$ cat src/rtl/mips_lsu_pkg.sv
// Shared definitions for the MIPS load/store unit: op encodings, FSM states
// and small op-classification helpers.
package mips_lsu_pkg;

  typedef enum logic [2:0] {
    OP_LB  = 3'd0,
    OP_LBU = 3'd1,
    OP_LH  = 3'd2,
    OP_LHU = 3'd3,
    OP_LW  = 3'd4,
    OP_SB  = 3'd5,
    OP_SH  = 3'd6,
    OP_SW  = 3'd7
  } lsu_op_e;

  typedef enum logic [1:0] {
    ST_IDLE   = 2'd0,
    ST_ACCESS = 2'd1,
    ST_RESP   = 2'd2
  } lsu_state_e;

  function automatic logic is_store(input logic [2:0] op);
    return op >= OP_SB;
  endfunction

  function automatic logic is_half(input logic [2:0] op);
    return (op == OP_LH) || (op == OP_LHU) || (op == OP_SH);
  endfunction

  function automatic logic is_word(input logic [2:0] op);
    return (op == OP_LW) || (op == OP_SW);
  endfunction

endpackage

$ cat src/rtl/mips_lsu_if.sv
// Data-memory port of the load/store unit.
// Handshake: the LSU raises mem_en and holds mem_addr/mem_wea/mem_wdata stable
// until the memory answers with a one-cycle mem_ack; mem_rdata is valid only
// in that ack cycle, and mem_ack while mem_en is low has no effect.
interface mips_lsu_if #(
  parameter int ADDR_W = 32,
  parameter int DATA_W = 32
);
  localparam int NB = DATA_W / 8;

  logic              mem_en;
  logic [NB-1:0]     mem_wea;
  logic [ADDR_W-1:0] mem_addr;
  logic [DATA_W-1:0] mem_wdata;
  logic [DATA_W-1:0] mem_rdata;
  logic              mem_ack;

  modport master (
    output mem_en, mem_wea, mem_addr, mem_wdata,
    input  mem_rdata, mem_ack
  );

  modport slave (
    input  mem_en, mem_wea, mem_addr, mem_wdata,
    output mem_rdata, mem_ack
  );
endinterface

$ cat src/rtl/mips_lsu_lane_align.sv
// Byte-lane steering for sub-word accesses: alignment check, write-enable
// generation, store-data replication and little-endian load extraction.
module lsu_lane_align
  import mips_lsu_pkg::*;
#(
  parameter  int DATA_W = 32,
  localparam int NB     = DATA_W / 8,
  localparam int LB     = $clog2(NB)
) (
  input  logic [2:0]        op,
  input  logic [LB-1:0]     lane,
  input  logic [31:0]       wdata,
  input  logic [DATA_W-1:0] mem_rdata,
  output logic              misaligned,
  output logic [NB-1:0]     wea,
  output logic [DATA_W-1:0] wdata_rep,
  output logic [31:0]       load_data
);

  logic [31:0] shifted;

  always_comb begin
    misaligned = 1'b0;
    wea        = '0;
    wdata_rep  = {(NB/4){wdata}};
    load_data  = '0;
    shifted    = 32'(mem_rdata >> {lane, 3'b000});

    if (is_word(op)) begin
      misaligned = (lane[1:0] != 2'b00);
    end else if (is_half(op)) begin
      misaligned = lane[0];
    end

    // Data is replicated on every lane so the enables alone pick the bytes.
    if (is_word(op)) begin
      wdata_rep = {(NB/4){wdata}};
    end else if (is_half(op)) begin
      wdata_rep = {(NB/2){wdata[15:0]}};
    end else begin
      wdata_rep = {NB{wdata[7:0]}};
    end

    if (is_store(op)) begin
      if (is_word(op)) begin
        wea = NB'(4'hF) << lane;
      end else if (is_half(op)) begin
        wea = NB'(2'h3) << lane;
      end else begin
        wea = NB'(1'h1) << lane;
      end
    end

    case (op)
      OP_LB:   load_data = {{24{shifted[7]}}, shifted[7:0]};
      OP_LBU:  load_data = {24'd0, shifted[7:0]};
      OP_LH:   load_data = {{16{shifted[15]}}, shifted[15:0]};
      OP_LHU:  load_data = {16'd0, shifted[15:0]};
      default: load_data = shifted;
    endcase
  end

endmodule

$ cat src/rtl/mips_lsu.sv
// Load/store unit: accepts one core request at a time, runs it over the
// request/acknowledge memory port with a bounded wait, and reports faults.
module mips_lsu
  import mips_lsu_pkg::*;
#(
  parameter int ADDR_W   = 32,
  parameter int DATA_W   = 32,
  parameter int MAX_WAIT = 15
) (
  input  logic              clk,
  input  logic              rst,
  input  logic              req_valid,
  input  logic [2:0]        req_op,
  input  logic [ADDR_W-1:0] req_addr,
  input  logic [31:0]       req_wdata,
  output logic              stall,
  output logic [31:0]       rdata,
  output logic              rdata_valid,
  output logic              adel,
  output logic              ades,
  output logic              bus_err,
  output logic [ADDR_W-1:0] bad_addr,
  output lsu_state_e        dbg_state,
  mips_lsu_if.master        mem
);

  localparam int         NB        = DATA_W / 8;
  localparam int         LB        = $clog2(NB);
  localparam logic [7:0] LAST_WAIT = 8'(MAX_WAIT - 1);

  lsu_state_e        state_q, state_d;
  logic [2:0]        op_q, op_d;
  logic [ADDR_W-1:0] addr_q, addr_d;
  logic [NB-1:0]     wea_q, wea_d;
  logic [DATA_W-1:0] wdata_q, wdata_d;
  logic [7:0]        cnt_q, cnt_d;
  logic [31:0]       rdata_q, rdata_d;
  logic              rvalid_q, rvalid_d;
  logic              adel_q, adel_d;
  logic              ades_q, ades_d;
  logic              berr_q, berr_d;
  logic [ADDR_W-1:0] bad_q, bad_d;

  logic              idle;
  logic [2:0]        sel_op;
  logic [LB-1:0]     sel_lane;
  logic              misaligned;
  logic [NB-1:0]     wea;
  logic [DATA_W-1:0] wdata_rep;
  logic [31:0]       load_data;

  // One lane aligner: it sees the live request in IDLE and the held request after.
  assign idle     = (state_q == ST_IDLE);
  assign sel_op   = idle ? req_op : op_q;
  assign sel_lane = idle ? req_addr[LB-1:0] : addr_q[LB-1:0];

  lsu_lane_align #(.DATA_W(DATA_W)) u_align (
    .op         (sel_op),
    .lane       (sel_lane),
    .wdata      (req_wdata),
    .mem_rdata  (mem.mem_rdata),
    .misaligned (misaligned),
    .wea        (wea),
    .wdata_rep  (wdata_rep),
    .load_data  (load_data)
  );

  always_comb begin
    state_d  = state_q;
    op_d     = op_q;
    addr_d   = addr_q;
    wea_d    = wea_q;
    wdata_d  = wdata_q;
    cnt_d    = cnt_q;
    rdata_d  = rdata_q;
    rvalid_d = 1'b0;
    adel_d   = 1'b0;
    ades_d   = 1'b0;
    berr_d   = 1'b0;
    bad_d    = bad_q;
    stall    = 1'b0;

    case (state_q)
      ST_IDLE: begin
        if (req_valid) begin
          if (misaligned) begin
            adel_d = !is_store(req_op);
            ades_d = is_store(req_op);
            bad_d  = req_addr;
          end else begin
            stall   = 1'b1;
            op_d    = req_op;
            addr_d  = req_addr;
            wea_d   = wea;
            wdata_d = wdata_rep;
            cnt_d   = '0;
            state_d = ST_ACCESS;
          end
        end
      end
      ST_ACCESS: begin
        stall = 1'b1;
        cnt_d = cnt_q + 8'd1;
        if (mem.mem_ack) begin
          state_d = ST_RESP;
          cnt_d   = '0;
          if (!is_store(op_q)) begin
            rdata_d  = load_data;
            rvalid_d = 1'b1;
          end
        end else if (cnt_q == LAST_WAIT) begin
          state_d = ST_RESP;
          cnt_d   = '0;
          berr_d  = 1'b1;
          bad_d   = addr_q;
          if (!is_store(op_q)) begin
            rdata_d  = '0;
            rvalid_d = 1'b1;
          end
        end
      end
      ST_RESP: state_d = ST_IDLE;
      default: state_d = ST_IDLE;
    endcase
  end

  always_ff @(posedge clk) begin
    if (rst) begin
      state_q  <= ST_IDLE;
      op_q     <= '0;
      addr_q   <= '0;
      wea_q    <= '0;
      wdata_q  <= '0;
      cnt_q    <= '0;
      rdata_q  <= '0;
      rvalid_q <= 1'b0;
      adel_q   <= 1'b0;
      ades_q   <= 1'b0;
      berr_q   <= 1'b0;
      bad_q    <= '0;
    end else begin
      state_q  <= state_d;
      op_q     <= op_d;
      addr_q   <= addr_d;
      wea_q    <= wea_d;
      wdata_q  <= wdata_d;
      cnt_q    <= cnt_d;
      rdata_q  <= rdata_d;
      rvalid_q <= rvalid_d;
      adel_q   <= adel_d;
      ades_q   <= ades_d;
      berr_q   <= berr_d;
      bad_q    <= bad_d;
    end
  end

  assign mem.mem_en    = (state_q == ST_ACCESS);
  assign mem.mem_wea   = (state_q == ST_ACCESS) ? wea_q : '0;
  assign mem.mem_addr  = {addr_q[ADDR_W-1:LB], {LB{1'b0}}};
  assign mem.mem_wdata = wdata_q;

  assign rdata       = rdata_q;
  assign rdata_valid = rvalid_q;
  assign adel        = adel_q;
  assign ades        = ades_q;
  assign bus_err     = berr_q;
  assign bad_addr    = bad_q;
  assign dbg_state   = state_q;

endmodule

$ cat src/flat_wrapper.sv
// flat-port wrapper written by rule: the top's interface ports become plain ports
module mips_lsu_flat import mips_lsu_pkg::*;
#(
  parameter int ADDR_W   = 32,
  parameter int DATA_W   = 32,
  parameter int MAX_WAIT = 15
)
  (clk, rst, req_valid, req_op, req_addr, req_wdata, stall, rdata, rdata_valid, adel, ades, bus_err, bad_addr, dbg_state, mem_mem_en, mem_mem_wea, mem_mem_addr, mem_mem_wdata, mem_mem_rdata, mem_mem_ack);
  mips_lsu_if #(.ADDR_W(ADDR_W), .DATA_W(DATA_W)) mem_i ();
  input  logic clk;
  input  logic rst;
  input  logic req_valid;
  input  logic [2:0] req_op;
  input  logic [ADDR_W-1:0] req_addr;
  input  logic [31:0] req_wdata;
  output logic stall;
  output logic [31:0] rdata;
  output logic rdata_valid;
  output logic adel;
  output logic ades;
  output logic bus_err;
  output logic [ADDR_W-1:0] bad_addr;
  output lsu_state_e dbg_state;
  output wire logic [$bits(mem_i.mem_en)-1:0] mem_mem_en;
  output wire logic [$bits(mem_i.mem_wea)-1:0] mem_mem_wea;
  output wire logic [$bits(mem_i.mem_addr)-1:0] mem_mem_addr;
  output wire logic [$bits(mem_i.mem_wdata)-1:0] mem_mem_wdata;
  input wire logic [$bits(mem_i.mem_rdata)-1:0] mem_mem_rdata;
  input wire logic [$bits(mem_i.mem_ack)-1:0] mem_mem_ack;
  assign mem_mem_en = mem_i.mem_en;
  assign mem_mem_wea = mem_i.mem_wea;
  assign mem_mem_addr = mem_i.mem_addr;
  assign mem_mem_wdata = mem_i.mem_wdata;
  assign mem_i.mem_rdata = mem_mem_rdata;
  assign mem_i.mem_ack = mem_mem_ack;
  mips_lsu #(.ADDR_W(ADDR_W), .DATA_W(DATA_W), .MAX_WAIT(MAX_WAIT)) u_core (.clk(clk), .rst(rst), .req_valid(req_valid), .req_op(req_op), .req_addr(req_addr), .req_wdata(req_wdata), .stall(stall), .rdata(rdata), .rdata_valid(rdata_valid), .adel(adel), .ades(ades), .bus_err(bus_err), .bad_addr(bad_addr), .dbg_state(dbg_state), .mem(mem_i));
endmodule
$ cat config.mk
export PLATFORM = sky130hd
export DESIGN_NAME = mips_lsu_flat
export DESIGN_NICKNAME = d
export VERILOG_FILES = /design/src/rtl/mips_lsu_pkg.sv /design/src/rtl/mips_lsu_if.sv /design/src/rtl/mips_lsu_lane_align.sv /design/src/rtl/mips_lsu.sv /design/src/flat_wrapper.sv
export SDC_FILE = /design/constraint.sdc
export NUM_CORES = 1
export LEC_CHECK = 0
export ABC_AREA = 1
export BUFFER_PORTS_ARGS = -buffer_cell sky130_fd_sc_hd__buf_2
export CAP_MARGIN = 20
export CORE_AREA = 2 2 125 127
export DETAILED_ROUTE_END_ITERATION = 6
export DIE_AREA = 0 0 127 129
export GPL_ROUTABILITY_DRIVEN = 1
export PLACE_DENSITY_LB_ADDON = 0.05
export SLEW_MARGIN = 20
export SYNTH_ARGS = -nofsm -noshare
export SYNTH_HDL_FRONTEND = slang
export SYNTH_SLANG_ARGS = --single-unit
$ cat constraint.sdc
create_clock -name clk -period 2.4 [get_ports clk]
set_clock_uncertainty 0.1 [all_clocks]
set_input_delay 0.24 -clock clk [delete_from_list [all_inputs] [get_ports clk]]
set_output_delay 0.24 -clock clk [all_outputs]
set_load 0.05 [all_outputs]
==> results of run 1 <==
-- per-stage QoR --
step / utilization, % / setup TNS (ns)
2_1_floorplan: - / -0.239
3_3_place_gp: 57.5 / 0
3_5_place_dp: 57.5 / 0
4_1_cts: 64.3 / 0
5_1_grt: 64.5 / -0.0410
6_report: 64.5 / 0
-- cell usage in the layout (no fill, tap or decap), types with 5 or more instances in the layout --
master,Yosys,layout
nand3_2,5,5
nand2_1,396,394
nand3b_1,32,32
dfxtp_1,149,149
nand3_1,59,59
dlygate4sd3_1,0,40
buf_4,42,27
inv_1,31,31
a21oi_1,131,130
nor2_2,2,5
nand2_2,11,12
o21ai_0,58,58
o31ai_1,6,6
buf_2,19,238
o22ai_1,7,7
nor2_1,105,101
clkinvlp_4,0,6
nand4_1,8,8
clkbuf_16,0,17
-- registers in the layout, summed over array words and instances (netlist names), 2 cells and up --
| name | cells |
|---|---|
| u_core.cnt_q | 8 |
| u_core.wea_q | 4 |
| u_core.mem.mem_wdata | 32 |
| u_core.rdata | 32 |
| u_core.op_q | 3 |
| u_core.dbg_state | 2 |
| u_core.bad_addr | 32 |
| u_core.addr_q | 32 |
-- area by class of cell --
type	instances	share of cell area [%]
antenna	1	0.0259
inverter	37	1.44
clock buffer	20	4.73
timing repair buffer	311	19.6
tap	188	2.43
sequential	149	30.9
multi-input combinational	839	39.6
clock inverter	11	1.32
-- per-layer routing --
metal | vias up | GRT usage, % | share of wire (%)
li1 | 4062 | - | -
met1 | 3663 | 35.9 | 45
met3 | 26 | 6.61 | 7.6
met2 | 294 | 44.1 | 46
met4 | 0 | 8.02 | 1.6
met5 | - | 0 | 0
-- synth_stat cells (all sizes together) --
cell type  instances
nand3b            32
a21oi            131
ha                 2
nor3b              1
nor2             108
or2                2
buf               65
nand3             64
o31ai              6
inv               34
clkbuf            42
clkinv             3
o22ai              7
o21ai             63
xor2               4
dfxtp            149
nand4              8
conb               1
nand2            409
-- path summary, 6_finish.rpt --
kind / startpoint / to / slack (ns) / depth (start not counted)
hold reg to reg: u_core.rdata[28]$_SDFFE_PP0P_ / u_core.rdata[28]$_SDFFE_PP0P_ / 0.36 / 2
setup / recovery: u_core.dbg_state[0]$_SDFFE_PP0P_ / stall / 0.07 / 10
hold / removal: req_wdata[0] / u_core.mem.mem_wdata[0]$_SDFFE_PP0P_ / 0.02 / 3
setup reg to reg: u_core.dbg_state[0]$_SDFFE_PP0P_ / u_core.mem.mem_wdata[21]$_SDFFE_PP0P_ / 0.22 / 12
-- cells by family after synthesis --
kind of cell               after synthesis  share of synthesized area (%)
DFF                                    149                           39.6
AOI/OAI and AO/OA                      207                           14.3
and+or+nand+nor                        624                           35.2
other                                    1                         0.0498
xor gates and xnor gates                 4                          0.466
buffers and inverters                  144                           9.99
adders and majority gates                2                          0.333
-- where the power goes --
group | switching (W) | internal [W]
registers | 0.000140 | 0.00272
clock network | 0.00107 | 0.00158
logic | 0.00210 | 0.000806
total | 0.00331 | 0.00511
-- critical path, delay by kind of cell (launching register included) --
kind / cells / cell delay (ns)
simple gates: 8 / 0.88
buf+inv: 2 / 0.36
flops: 1 / 0.35
-- repair_timing --
| item | 4_1_cts | 5_1_grt |
|---|---|---|
| hold buffers | 40 | 0 |
| pin swaps | 1 | 2 |
| setup buffers | 3 | 2 |
| resized for setup | 3 | 3 |
| endpoints found under the setup margin | 1 | 12 |
| endpoints found under the hold margin | 40 | 0 |
==> impl_metrics.env, run 1 <==
export IMPL_nets=1460
export IMPL_vias=8045
export IMPL_die_h_um=129
export IMPL_die_w_um=127
export IMPL_power_leakage_nw=4.63
export IMPL_cts_tree="built"
export IMPL_cp_arrival_ns=1.99
export IMPL_min_path_type="input port to register"
export IMPL_dp_cells=1479
export IMPL_grt_max_degree=97
export IMPL_yosys_warnings=0
export IMPL_synth_distinct_cells=29
export IMPL_place_area_um2=8620
export IMPL_crit_required_ns=2.06
export IMPL_crit_fanout=8
export IMPL_dp_hpwl_um=14800
export IMPL_end_kind="output port"
export IMPL_syn_inst=1131
export IMPL_multiInputGateArea_um2=3820
export IMPL_dieArea_um2=16400
export IMPL_min_period_ns=2.33
export IMPL_drive_gt1_share_pct=24.7
export IMPL_numCtsBuffers=17
export IMPL_crit_type="register to output port"
export IMPL_dr_pass1_iters=5
export IMPL_drc=0
export IMPL_clkSlewWorstSetupHoldPaths_ns=0.06
export IMPL_status="finished, final reports clean"
export IMPL_slowest_stage="dfxtp_1"
export IMPL_yosysTopAreaCell="dfxtp_1"
export IMPL_nFillCells=1429
export IMPL_drt_total_wl_um=22500
export IMPL_preCtsSetupSlack_ns=0.187
export IMPL_viasPerCell=5.17
export IMPL_synth_seq_area_share_pct=39.6
export IMPL_rsz0062_at_grt="true"
export IMPL_finalSetupViolations=0
export IMPL_htreeDepth=4
export IMPL_core_area_um2=15000
export IMPL_max_stage_delay_ns=0.35
export IMPL_fin_area_um2=9660
export IMPL_fmax_ghz=0.429
export IMPL_grt_pass1_wl_um=36300
export IMPL_netlist_area_um2=7520
export IMPL_grt_pass1_vias=7341
export IMPL_fin_ws_ns=0.0715
export IMPL_io_pins=243
export IMPL_synth_top_cells_by_area="dfxtp_1 (40%), nand2_1 (20%), a21oi_1 (8.7%)"
export IMPL_max_cap_violations=0
export IMPL_maxSlewViolCount=0
export IMPL_worstPathCellList="nor2_4, buf_4, nand2_2, nand2_2, nand3_2, nand3_2, nand2_2, nand2_4, nand2_2, buf_6"
export IMPL_post_route_period_util_pct=97.0
export IMPL_critPathLaunchType="register"
export IMPL_wl_per_cell_um=14.5
export IMPL_cp_common_cell="nand2_2"
export IMPL_port_buffers=240
export IMPL_synth_top_area_share_pct=39.6
export IMPL_clock_path_buffers=2
export IMPL_rows=45
export IMPL_ir_worst_vdd_uv=537
export IMPL_cellPowerDensity_nw_per_um2=872
export IMPL_hold_viol_final=0
export IMPL_power_w=0.00843
export IMPL_grt_overflow=0
export IMPL_gp_congestion=0.884
export IMPL_hold_ws_ns=0.0203
export IMPL_ant_nets=0
export IMPL_synthToLayoutAreaGrowth_pct=28.4
export IMPL_ctsRootBufferMaster="clkbuf_16"
export IMPL_grtUsageTotal_pct=27.1
export IMPL_antenna_found_initial=1
export IMPL_drt_iter0_markers=411
export IMPL_seqCellArea_um2=2980
export IMPL_cts_sinks=149
export IMPL_clock_latency_ns=0.42
export IMPL_ys_ff_latch=149
export IMPL_avgSynthCellArea_um2=6.65
export IMPL_instances_no_fill=1556
export IMPL_initial_core_util_pct=50.2
No activity file was read; power rests on OpenSTA's default activity.
==> inputs of run 2 (changes only) <==
--- a/config.mk
+++ b/config.mk
@@ -8,9 +8,9 @@
 export ABC_AREA = 1
 export BUFFER_PORTS_ARGS = -buffer_cell sky130_fd_sc_hd__buf_2
 export CAP_MARGIN = 20
-export CORE_AREA = 2 2 125 127
+export CORE_AREA = 2 2 120 122
 export DETAILED_ROUTE_END_ITERATION = 6
-export DIE_AREA = 0 0 127 129
+export DIE_AREA = 0 0 122 124
 export GPL_ROUTABILITY_DRIVEN = 1
 export PLACE_DENSITY_LB_ADDON = 0.05
 export SLEW_MARGIN = 20
==> constraint.sdc (replaced) <==
create_clock -name clk -period 2.94 [get_ports clk]
set_clock_uncertainty 0.1 [all_clocks]
set_input_delay 0.294 -clock clk [delete_from_list [all_inputs] [get_ports clk]]
set_output_delay 0.294 -clock clk [all_outputs]
set_load 0.05 [all_outputs]
==> run 2 against run 1 <==
  * Cell count shrank 3.6%
  * Clock power shrank 18%
  * Via count shrank 2.3%
  * Count of clock-buffer cells in the layout grew 3
==> impl_metrics.env, run 2 (same netlist as run 1, synthesis figures left out) <==
export IMPL_status="finished, final reports clean"
export IMPL_tightest_slew_ns=1.05
export IMPL_grt_pass1_vias=6870
export IMPL_hold_viol_final=0
export IMPL_vias=7861
export IMPL_clock_path_buffers=2
export IMPL_ir_worst_vdd_uv=480
export IMPL_cts_tree="built"
export IMPL_rows=43
export IMPL_drc=0
export IMPL_core_area_um2=13700
export IMPL_drt_total_wl_um=21700
export IMPL_port_buffers=240
export IMPL_power_leakage_nw=4.44
export IMPL_drt_iter0_markers=673
export IMPL_dieArea_um2=15100
export IMPL_layout_common_cells="nand2_1 (395), buf_2 (239), dfxtp_1 (149), a21oi_1 (131), nor2_1 (105)"
export IMPL_fmax_ghz=0.363
export IMPL_clock_latency_ns=0.43
export IMPL_dr_pass1_iters=5
export IMPL_cts_sinks=149
export IMPL_initial_core_util_pct=54.8
export IMPL_maxSlewViolCount=0
export IMPL_ctsRootBufferMaster="clkbuf_16"
export IMPL_die_w_um=122
export IMPL_grt_max_degree=97
export IMPL_io_pins=243
export IMPL_seqCellArea_um2=2980
export IMPL_multiInputGateArea_um2=3810
export IMPL_nFillCells=1274
export IMPL_min_period_ns=2.76
export IMPL_antenna_found_initial=1
export IMPL_crit_required_ns=2.55
export IMPL_die_h_um=124
export IMPL_gp_congestion=0.898
export IMPL_clkSlewWorstSetupHoldPaths_ns=0.06
export IMPL_hold_ws_ns=0.0261
export IMPL_synthToLayoutAreaGrowth_pct=21.6
export IMPL_ant_nets=0
export IMPL_min_path_type="input port to register"
export IMPL_post_route_period_util_pct=93.8
export IMPL_critPathLaunchType="register"
export IMPL_grt_overflow=0
export IMPL_viasPerCell=5.24
export IMPL_crit_type="register to output port"
export IMPL_crit_fanout=17
export IMPL_drive_gt1_share_pct=24.5
export IMPL_final_common_cell="nand2_1"
export IMPL_numCtsBuffers=17
export IMPL_end_kind="output port"
export IMPL_grtUsageTotal_pct=28.3
export IMPL_slew_headroom_pct=30.3
export IMPL_finalSetupViolations=0
export IMPL_rsz0062_at_grt="false"
export IMPL_nets=1411
export IMPL_cp_arrival_ns=2.36
export IMPL_htreeDepth=4
export IMPL_max_cap_violations=0
export IMPL_dp_hpwl_um=14500
export IMPL_grt_pass1_wl_um=33900
export IMPL_cellPowerDensity_nw_per_um2=740
export IMPL_tns_ns=0
export IMPL_wl_per_cell_um=14.5
[run 2: cell types whose count changed in the layout (fill, tap and decap cells not counted), moves of 4 or more]
| cell | change |
|---|---|
| dlygate4sd3_1 | -40 |
| buf_4 | -7 |
| clkinv_2 | +4 |
| clkinvlp_4 | -4 |
| nor2_1 | +4 |
| nor2_2 | -4 |
[run 2: path summary, 6_finish.rpt]
check             slack [ns]                              from  cells after the start                       endpoint
setup reg to reg        0.44  u_core.dbg_state[1]$_SDFFE_PP0P_                     10  u_core.rdata[29]$_SDFFE_PP0P_
hold reg to reg         0.36     u_core.rdata[30]$_SDFFE_PP0P_                      2  u_core.rdata[30]$_SDFFE_PP0P_
setup / recovery        0.18  u_core.dbg_state[1]$_SDFFE_PP0P_                      9                          stall
hold / removal          0.03                       req_addr[7]                      3  u_core.addr_q[7]$_SDFFE_PP0P_
[run 2: repair_timing]
action                                  4_1_cts  5_1_grt
hold buffers                                  0        0
pin swaps                                     0        1
setup buffers                                 0        3
resized for setup                             1        0
endpoints found under the setup margin        1        1
[run 2: through the flow]
stage	cell area, um2	util (%)	setup slack (ns)	std cells	total power, W
after floorplan	7530	-	0.241	1132	0.00416
after global placement	8530	62.2	0.404	1464	0.00462
after detailed placement	8530	62.2	0.383	1464	0.00464
after CTS	9130	66.5	0.0872	1496	0.00680
after global routing	9150	66.7	0.0573	1499	0.00713
final	9150	66.7	0.183	1500	0.00677
[run 2: layer usage]
| layer | wire length [um] | global-route usage [%] |
|---|---|---|
| met5 | 0 | 0 |
| met2 | 10200 | 47.1 |
| met4 | 359 | 9.41 |
| met3 | 1780 | 7.37 |
| met1 | 9360 | 35.7 |
[run 2: cell type report]
type / count / area share (%)
timing repair buffer: 262 / 15.4
inverter: 37 / 1.52
multi-input combinational: 839 / 41.6
clock inverter: 9 / 1.09
tap: 180 / 2.46
sequential: 149 / 32.6
clock buffer: 23 / 5.33
antenna: 1 / 0.0273
[run 2: where the power goes]
| part | internal, W | total, W | switching [W] |
|---|---|---|---|
| logic | 0.000595 | 0.00228 | 0.00169 |
| clock network | 0.00133 | 0.00216 | 0.000824 |
| registers | 0.00222 | 0.00234 | 0.000112 |
| total | 0.00415 | 0.00677 | 0.00262 |
[run 2: critical path: stages (launching register included)]
cell and delay, ns:
dfxtp_1 0.38, nor2_4 0.24, nand2_1 0.10, nand2_2 0.27, nand3_2 0.14, nand3_2 0.11
nand2_2 0.11, nand2_4 0.23, nand2_1 0.14, buf_2 0.24
==> inputs of run 3 (changes only) <==
--- a/config.mk
+++ b/config.mk
@@ -12,7 +12,9 @@
 export DETAILED_ROUTE_END_ITERATION = 6
 export DIE_AREA = 0 0 122 124
 export GPL_ROUTABILITY_DRIVEN = 1
+export HOLD_SLACK_MARGIN = 0.1
 export PLACE_DENSITY_LB_ADDON = 0.05
+export RECOVER_POWER = 25
 export SLEW_MARGIN = 20
 export SYNTH_ARGS = -nofsm -noshare
 export SYNTH_HDL_FRONTEND = slang
==> run 3 against run 2 <==
  * Combinational power barely moved
  * Via count rose by 2.8%
  * Cell count rose by 3.2%
  * Maximum frequency rose by 0.16%
  * Non-clock buffer count rose by 48
  * Count of clock-buffer cells in the layout did not move
  * Utilization rose by 2.8 points
  * Die area did not move
  * Global-route usage rose by 0.80 points
  * Critical path type unchanged
  * Largest cell class unchanged
  * Largest power group unchanged
  * Highest routed layer unchanged
==> impl_metrics.env, run 3 (same netlist as run 1, synthesis figures left out) <==
export IMPL_status="finished, final reports clean"
export IMPL_rsz0062_at_grt="false"
export IMPL_slew_headroom_pct=31.1
export IMPL_dr_pass1_iters=5
export IMPL_finalSetupViolations=0
export IMPL_antenna_found_initial=1
export IMPL_post_route_period_util_pct=93.6
export IMPL_seqCellArea_um2=2980
export IMPL_grt_pass1_vias=7161
export IMPL_multiInputGateArea_um2=3810
export IMPL_drt_total_wl_um=22300
export IMPL_clock_path_buffers=2
export IMPL_ir_worst_vdd_uv=477
export IMPL_nets=1459
export IMPL_cts_sinks=149
export IMPL_rows=43
export IMPL_ctsRootBufferMaster="clkbuf_16"
export IMPL_min_period_ns=2.75
export IMPL_crit_type="register to output port"
export IMPL_wl_met3_um=1840
export IMPL_viasPerCell=5.22
export IMPL_drive_gt1_share_pct=18.5
export IMPL_final_common_cell="nand2_1"
export IMPL_dp_hpwl_um=14500
export IMPL_wl_met1_um=9280
export IMPL_fin_ws_ns=0.187
export IMPL_layout_common_cells="nand2_1 (395), buf_2 (168), dfxtp_1 (149), a21oi_1 (131), nor2_1 (105)"
export IMPL_tightest_slew_ns=1.03
export IMPL_power_leakage_nw=4.35
export IMPL_core_area_um2=13700
export IMPL_grt_max_degree=97
export IMPL_port_buffers=240
export IMPL_cp_arrival_ns=2.36
export IMPL_drc=0
export IMPL_grt_overflow=0
export IMPL_preCtsSetupSlack_ns=0.383
export IMPL_crit_fanout=17
export IMPL_clock_latency_ns=0.42
export IMPL_grtUsageTotal_pct=29.1
export IMPL_routed_top_layer="met4"
export IMPL_die_h_um=124
export IMPL_cellPowerDensity_nw_per_um2=714
export IMPL_die_w_um=122
export IMPL_drt_iter0_markers=707
export IMPL_end_kind="output port"
export IMPL_io_pins=243
export IMPL_initial_core_util_pct=54.8
export IMPL_cts_tree="built"
export IMPL_critPathLaunchType="register"
export IMPL_ant_nets=0
export IMPL_worstPathCellList="inv_2, nand2_4, nand2_1, nand2_2, nand3_2, nand3_2, nand2_2, nand2_4, nand2_1, buf_2"
export IMPL_fmax_ghz=0.363
export IMPL_nFillCells=1245
export IMPL_wl_per_cell_um=14.4
export IMPL_htreeDepth=4
export IMPL_numCtsBuffers=17
export IMPL_synthToLayoutAreaGrowth_pct=26.8
export IMPL_max_stage_delay_ns=0.46
export IMPL_gp_congestion=0.898
export IMPL_grt_pass1_wl_um=34900
export IMPL_vias=8081
export IMPL_max_cap_violations=0
export IMPL_slowest_stage="dfxtp_1"
export IMPL_tns_ns=0
export IMPL_crit_required_ns=2.55
export IMPL_maxSlewViolCount=0
export IMPL_dieArea_um2=15100
export IMPL_wl_met2_um=10700
export IMPL_hold_viol_final=0
export IMPL_clkSlewWorstSetupHoldPaths_ns=0.06
export IMPL_min_path_type="input port to register"
-- run 3: cell count changes in the layout (fill, tap and decap cells not counted) --
cell	change
buf_2	-71
buf_4	+1
clkbuf_1	+71
dlygate4sd3_1	+47
-- run 3: worst max-delay path: cells and delay by family, from the launching register on --
family,cells,cell delay [ns]
and+or+nand+nor,8,1.16
buffers and inverters,2,0.32
DFF,1,0.46
-- run 3: where the power goes --
part / switching [W] / internal, W
logic: 0.00170 / 0.000608
clock network: 0.000828 / 0.00133
registers: 0.000118 / 0.00222
total: 0.00265 / 0.00416
-- run 3: layout make-up --
| type | instances | share of cell area [%] |
|---|---|---|
| clock inverter | 9 | 1.05 |
| inverter | 37 | 1.46 |
| antenna | 1 | 0.0262 |
| tap | 180 | 2.36 |
| clock buffer | 23 | 5.12 |
| sequential | 149 | 31.3 |
| multi-input combinational | 839 | 39.9 |
| timing repair buffer | 310 | 18.8 |
-- run 3: final timing paths --
path | start | slack [ns] | endpoint | cells after the start
setup / recovery | u_core.dbg_state[1]$_SDFFE_PP0P_ | 0.19 | stall | 10
hold / removal | req_wdata[11] | 0.11 | u_core.mem.mem_wdata[11]$_SDFFE_PP0P_ | 5
setup reg to reg | u_core.dbg_state[1]$_SDFFE_PP0P_ | 0.50 | u_core.rdata[29]$_SDFFE_PP0P_ | 10
hold reg to reg | u_core.addr_q[1]$_SDFFE_PP0P_ | 0.36 | u_core.addr_q[1]$_SDFFE_PP0P_ | 2
-- run 3: timing repair --
action | CTS | global route
gates resized for setup | 1 | 0
endpoints found under the hold margin | 47 | 0
pin swaps | 0 | 1
setup endpoints to repair | 1 | 1
hold buffers | 47 | 0
buffers inserted | 0 | 4
-- run 3: per-layer routing --
layer  track usage [%]  vias up
met5                 0        -
met4              10.5        0
met3              8.01       38
met1              35.8     3657
met2              48.8      319
li1                  -     4067
-- run 3: through the flow --
stage	util (%)	instance area [um2]	power (W)	std cells	hold slack, ns
final	69.5	9540	0.00681	1548	0.115
after global routing	69.5	9540	0.00716	1547	0.111
after CTS	69.9	9600	0.00685	1543	0.105
after detailed placement	62.2	8530	0.00464	1464	0.355
after global placement	62.2	8530	0.00462	1464	0.351
after floorplan	-	7530	0.00416	1132	0.337
